File: config.mk
export PLATFORM = sky130hd
export DESIGN_NAME = mdr_memory_unit
export DESIGN_NICKNAME = d
export VERILOG_FILES = /design/src/rtl/minisrc_pkg.sv /design/src/rtl/mux_2_to_1.sv /design/src/rtl/mdr_memory_unit.sv
export SDC_FILE = /design/constraint.sdc
export NUM_CORES = 1
export LEC_CHECK = 0
export BUFFER_PORTS_ARGS = -buffer_cell sky130_fd_sc_hd__buf_4
export CELL_PAD_IN_SITES_DETAIL_PLACEMENT = 1
export CELL_PAD_IN_SITES_GLOBAL_PLACEMENT = 1
export CORE_MARGIN = 3
export CORE_UTILIZATION = 39
export CTS_CLUSTER_DIAMETER = 30
export CTS_CLUSTER_SIZE = 8
export DETAILED_ROUTE_END_ITERATION = 10
export PLACE_DENSITY = 0.82
export RECOVER_POWER = 25
export SLEW_MARGIN = 20
export SYNTH_ARGS = -nofsm -noshare
export SYNTH_HDL_FRONTEND = slang
export SYNTH_SLANG_ARGS = --single-unit
File: constraint.sdc
create_clock -name clock -period 5.3 [get_ports clock]
set_input_delay 0.795 -clock clock [delete_from_list [all_inputs] [get_ports clock]]
set_output_delay 0.795 -clock clock [all_outputs]
set_load 0.01 [all_outputs]
File: src/rtl/minisrc_pkg.sv
// Shared Mini SRC definitions: memory-unit FSM states and default datapath widths.
package minisrc_pkg;

  localparam int MINISRC_DATA_WIDTH = 32;
  localparam int MINISRC_ADDR_WIDTH = 9;

  typedef enum logic [1:0] {
    IDLE    = 2'd0,
    RD_WAIT = 2'd1,
    WR_WAIT = 2'd2
  } mdr_state_e;

endpackage

File: src/rtl/mux_2_to_1.sv
// Generic two-input word select; y = d1 when sel is high, d0 otherwise.
module mux_2_to_1 #(
  parameter int WIDTH = 32
) (
  input  logic [WIDTH-1:0] d0,
  input  logic [WIDTH-1:0] d1,
  input  logic             sel,
  output logic [WIDTH-1:0] y
);

  assign y = sel ? d1 : d0;

endmodule

File: src/rtl/mdr_memory_unit.sv
// Mini SRC memory data register plus a single-outstanding RAM read/write controller.
// Reads land in the MDR on the ack edge; a missing ack aborts after TIMEOUT cycles.
module mdr_memory_unit
  import minisrc_pkg::*;
#(
  parameter int DATA_WIDTH = MINISRC_DATA_WIDTH,
  parameter int ADDR_WIDTH = MINISRC_ADDR_WIDTH,
  parameter int TIMEOUT    = 16
) (
  input  logic                  clock,
  input  logic                  clear,
  input  logic [DATA_WIDTH-1:0] bus_in,
  input  logic                  mdr_in,
  input  logic                  read,
  input  logic                  write,
  input  logic [ADDR_WIDTH-1:0] mar_addr,
  output logic [DATA_WIDTH-1:0] mdr_out,
  output logic                  mem_req,
  output logic                  mem_we,
  output logic [ADDR_WIDTH-1:0] mem_addr,
  output logic [DATA_WIDTH-1:0] mem_wdata,
  input  logic [DATA_WIDTH-1:0] mem_rdata,
  input  logic                  mem_ack,
  output logic                  busy,
  output logic                  done,
  output logic                  timeout_err
);

  localparam int             CW   = $clog2(TIMEOUT + 1);
  localparam logic [CW-1:0]  TERM = CW'(TIMEOUT - 1);

  mdr_state_e            state_q, state_d;
  logic [DATA_WIDTH-1:0] mdr_q, mdr_d;
  logic                  mem_req_q, mem_req_d;
  logic                  mem_we_q, mem_we_d;
  logic [ADDR_WIDTH-1:0] mem_addr_q, mem_addr_d;
  logic [DATA_WIDTH-1:0] mem_wdata_q, mem_wdata_d;
  logic                  done_q, done_d;
  logic                  timeout_err_q, timeout_err_d;
  logic [CW-1:0]         cnt_q, cnt_d;
  logic                  mux_sel;
  logic [DATA_WIDTH-1:0] mux_y;

  mux_2_to_1 #(.WIDTH(DATA_WIDTH)) u_mdr_mux (
    .d0  (bus_in),
    .d1  (mem_rdata),
    .sel (mux_sel),
    .y   (mux_y)
  );

  always_comb begin
    state_d       = state_q;
    mdr_d         = mdr_q;
    mem_req_d     = mem_req_q;
    mem_we_d      = mem_we_q;
    mem_addr_d    = mem_addr_q;
    mem_wdata_d   = mem_wdata_q;
    done_d        = 1'b0;
    timeout_err_d = timeout_err_q;
    cnt_d         = cnt_q;
    mux_sel       = 1'b0;

    case (state_q)
      IDLE: begin
        if (read && mdr_in) begin
          mem_addr_d    = mar_addr;
          mem_req_d     = 1'b1;
          mem_we_d      = 1'b0;
          timeout_err_d = 1'b0;
          cnt_d         = '0;
          state_d       = RD_WAIT;
        end else if (write) begin
          mem_addr_d    = mar_addr;
          mem_wdata_d   = mdr_q;
          mem_req_d     = 1'b1;
          mem_we_d      = 1'b1;
          timeout_err_d = 1'b0;
          cnt_d         = '0;
          state_d       = WR_WAIT;
        end else if (mdr_in && !read) begin
          mdr_d = mux_y;
        end
      end
      RD_WAIT, WR_WAIT: begin
        // An ack on the terminal-count cycle still completes normally.
        if (mem_ack) begin
          if (state_q == RD_WAIT) begin
            mux_sel = 1'b1;
            mdr_d   = mux_y;
          end
          mem_req_d = 1'b0;
          done_d    = 1'b1;
          state_d   = IDLE;
        end else begin
          cnt_d = cnt_q + CW'(1);
          if (cnt_q == TERM) begin
            mem_req_d     = 1'b0;
            timeout_err_d = 1'b1;
            done_d        = 1'b1;
            state_d       = IDLE;
          end
        end
      end
      default: state_d = IDLE;
    endcase
  end

  always_ff @(posedge clock or posedge clear) begin
    if (clear) begin
      state_q       <= IDLE;
      mdr_q         <= '0;
      mem_req_q     <= 1'b0;
      mem_we_q      <= 1'b0;
      mem_addr_q    <= '0;
      mem_wdata_q   <= '0;
      done_q        <= 1'b0;
      timeout_err_q <= 1'b0;
      cnt_q         <= '0;
    end else begin
      state_q       <= state_d;
      mdr_q         <= mdr_d;
      mem_req_q     <= mem_req_d;
      mem_we_q      <= mem_we_d;
      mem_addr_q    <= mem_addr_d;
      mem_wdata_q   <= mem_wdata_d;
      done_q        <= done_d;
      timeout_err_q <= timeout_err_d;
      cnt_q         <= cnt_d;
    end
  end

  assign mdr_out     = mdr_q;
  assign mem_req     = mem_req_q;
  assign mem_we      = mem_we_q;
  assign mem_addr    = mem_addr_q;
  assign mem_wdata   = mem_wdata_q;
  assign busy        = (state_q != IDLE);
  assign done        = done_q;
  assign timeout_err = timeout_err_q;

endmodule

==> metrics.cfg <==
[logic_synthesis]
synth_edf_count = 0
synthDistinctLibCells = 31
dominantRegCellSynth = dfrtp_1
synth.area.top_cells = dfrtp_1 (56%), mux2_2 (12%), mux2i_1 (8.6%)
ys_warn_count = 0
synth_top_area_share_pct = 56.1
syn_inst = 297
synth-xor-area-share_pct = 0
ys_seq_area_share_pct = 56.1
syn-num-nets = 381
syn_area_per_cell_um2 = 12.6
yosys.area_share.adder_pct = 1.67
synth_top_area_cell = dfrtp_1
synth_top_family_by_area = multiplexers
async_reset_ff_share_pct = 100
ys_ff_latch = 84
synth-compound-area-share_pct = 11.1
synth_simple_gate_area_share_pct = 6.88
syn_area_um2 = 3740
synthMuxAreaShare_pct = 20.9

[critical_path]
worstSetupPathType = reg2reg
worstPathArrival_ns = 2.66
crit_path_start = state_q[0]
cp.required_ns = 5.57
r2r_start = state_q[0]
slowest_stage = buf_4
path_cells = inv_1, ha_1, a21boi_0, a211oi_4, buf_4, nor2_1, a21oi_2
cp-start-kind = register
worst-r2r-setup-slack_ns = 2.91
path_max_fanout = 64
slowest_delay_ns = 0.64
crit_path_end_kind = register

[power_and_ir_drop]
finalPower_uw = 3270
clkPwrFrac_pct = 16.3
p_comb_share_pct = 48.5
ir_worst_vdd_mv = 0.281
p_sw_uw = 1210
switching_share_pct = 37.1
cellLeakagePower_uw = 0.00255
powerDensity_nw_per_um2 = 624
power.internal_uw = 2060
seqPwrFrac_pct = 35.3

[floorplan]
io_pins = 157
dieArea_um2 = 10800
rows = 35
dieWidth_um = 104
core_area_um2 = 9280
die_y_um = 104
start_util_pct = 40.3

[route]
viasPerCell = 4.84
wl_per_cell_um = 15.8
vias = 2834
drtIter0Drc = 69
drt_wl_total_um = 9280
dr.pass1.iters = 4
drt_drc_violations_left = 0
ant_nets = 0

[cts]
cts_buffers = 9
htreeDepth = 3
clock_sinks = 84
clk_latency_ns = 0.34
cts_tree = yes
cts_resized = 0
cts_setup_buffers = 0
cts_root_buffer = clkbuf_8
path_clk_slew_ns = 0.08
clockBufferDepth = 2
cts_hold_buf = 0

[sta]
drv_slew = 0
fin_crit_sh_pct = 45.2
setup_viol_count_final = 0
rsz0062_at_grt = false
hold_viol_final = 0
slew-limit-headroom_pct = 32.5
worstMarginPinSlew_ns = 1.01
holdWs_ns = 0.513
fmax_mhz = 418
clock_skew_ns = 0.0123
fin_tns_setup_ns = 0
layout_min_cycle_time_ns = 2.39

[global_routing]
antenna_found_initial = 0
grt_pass1_vias = 3043
grt.overflow.total = 0
grt_usage_pct = 17.5
grt_max_degree = 85
grt_first_pass_wirelength_um = 15400

[placement]
dpl.hpwl_um = 6830
place_congestion = 0.758
io_buffers = 156

[finish]
drive_gt1_share_pct = 54.0
area_growth_pct = 40.0
multiInputGateArea_um2 = 1520
nets = 536
nFillCells = 1021
layout_commonest_cell = buf_4
final_cell_mix = buf_4 (158), dfrtp_1 (84), mux2_2 (41), nor2_1 (37), mux2i_1 (32)
seq_area_um2 = 2100
diodes = 0

[status]
status = complete, no violations

[min_path]
worstHoldPathType = reg2reg
hold_start = mem_addr[3]

[run]
cap_viol_max_count = 0

-- cell usage after synthesis, types with 2 or more instances --
master	count
a21oi_2	28
dfrtp_1	84
or4_1	2
nor2_1	37
nand3_1	5
o21ai_0	12
buf_6	4
clkbuf_1	5
a21oi_1	6
mux2_2	41
nand2_1	8
mux2i_1	32
inv_1	6
ha_1	5
buf_4	2
buf_2	5
-- registers in the layout (all words and copies together) (netlist names) --
signal,count
timeout_err,1
state_q,2
mem_req,1
cnt_q,5
done,1
mem_wdata,32
mem_we,1
mem_addr,9
mdr_out,32
-- per-stage QoR --
stage	cell area, µm²	cells	util (%)	setup WS [ns]
2_1_floorplan	3740	297	-	2.34
3_3_place_gp	5010	570	53.9	2.79
3_5_place_dp	5010	570	53.9	2.71
4_1_cts	5240	586	56.4	2.90
5_1_grt	5240	586	56.5	2.68
6_report	5240	586	56.5	2.91
-- power groups by stage --
stage               sequential [µW]  clock, µW  combinational [µW]
floorplan                      1260          0                 845
global placement               1150          0                1550
detailed placement             1170          0                1620
CTS                            1160        551                1620
global route                   1200        574                1740
finish                         1150        533                1580
-- routing by layer --
| layer | part of all wire (%) | track usage [%] |
|---|---|---|
| met1 | 42 | 21.2 |
| met2 | 52 | 30.3 |
| met3 | 5.2 | 4.47 |
| met4 | 1.1 | 6.17 |
| met5 | 0 | 0 |
-- worst paths after layout --
| kind | to | depth (start not counted) |
|---|---|---|
| max reg2reg | mdr_out[29] | 7 |
| max in group asynchronous | mdr_out[7] | 3 |
| min | mem_addr[3] | 1 |
| min in group asynchronous | mdr_out[14] | 3 |
| min reg2reg | mem_addr[3] | 1 |
| max | mdr_out[29] | 7 |
-- final cells by class --
cell class              instances  area share, %
clock buffers                  12           2.58
inverters                       6          0.453
multi-input cells             191           29.0
clock inverters                 4           1.86
well taps                     129           3.08
flip-flops and latches         84           40.1
repair buffers                160           23.0
-- worst max-delay path: cells and delay by family (launching register included) --
kind                     cells  cell delay (ns)
AO/OA/AOI/OAI                3             0.59
adder cells (fa/ha/maj)      1             0.45
buffers and inverters        2             0.70
flip-flops                   1             0.39
AND/OR/NAND/NOR              1             0.14
-- cells by family (layout without fill, tap and decap cells) --
group | count (synthesis) | in the layout
flops | 84 | 84
mux | 73 | 73
simple gates | 59 | 59
compound gates | 54 | 54
buf+inv | 22 | 182
fa+ha+maj | 5 | 5
Note: power is estimated with default switching activity, not from simulation.
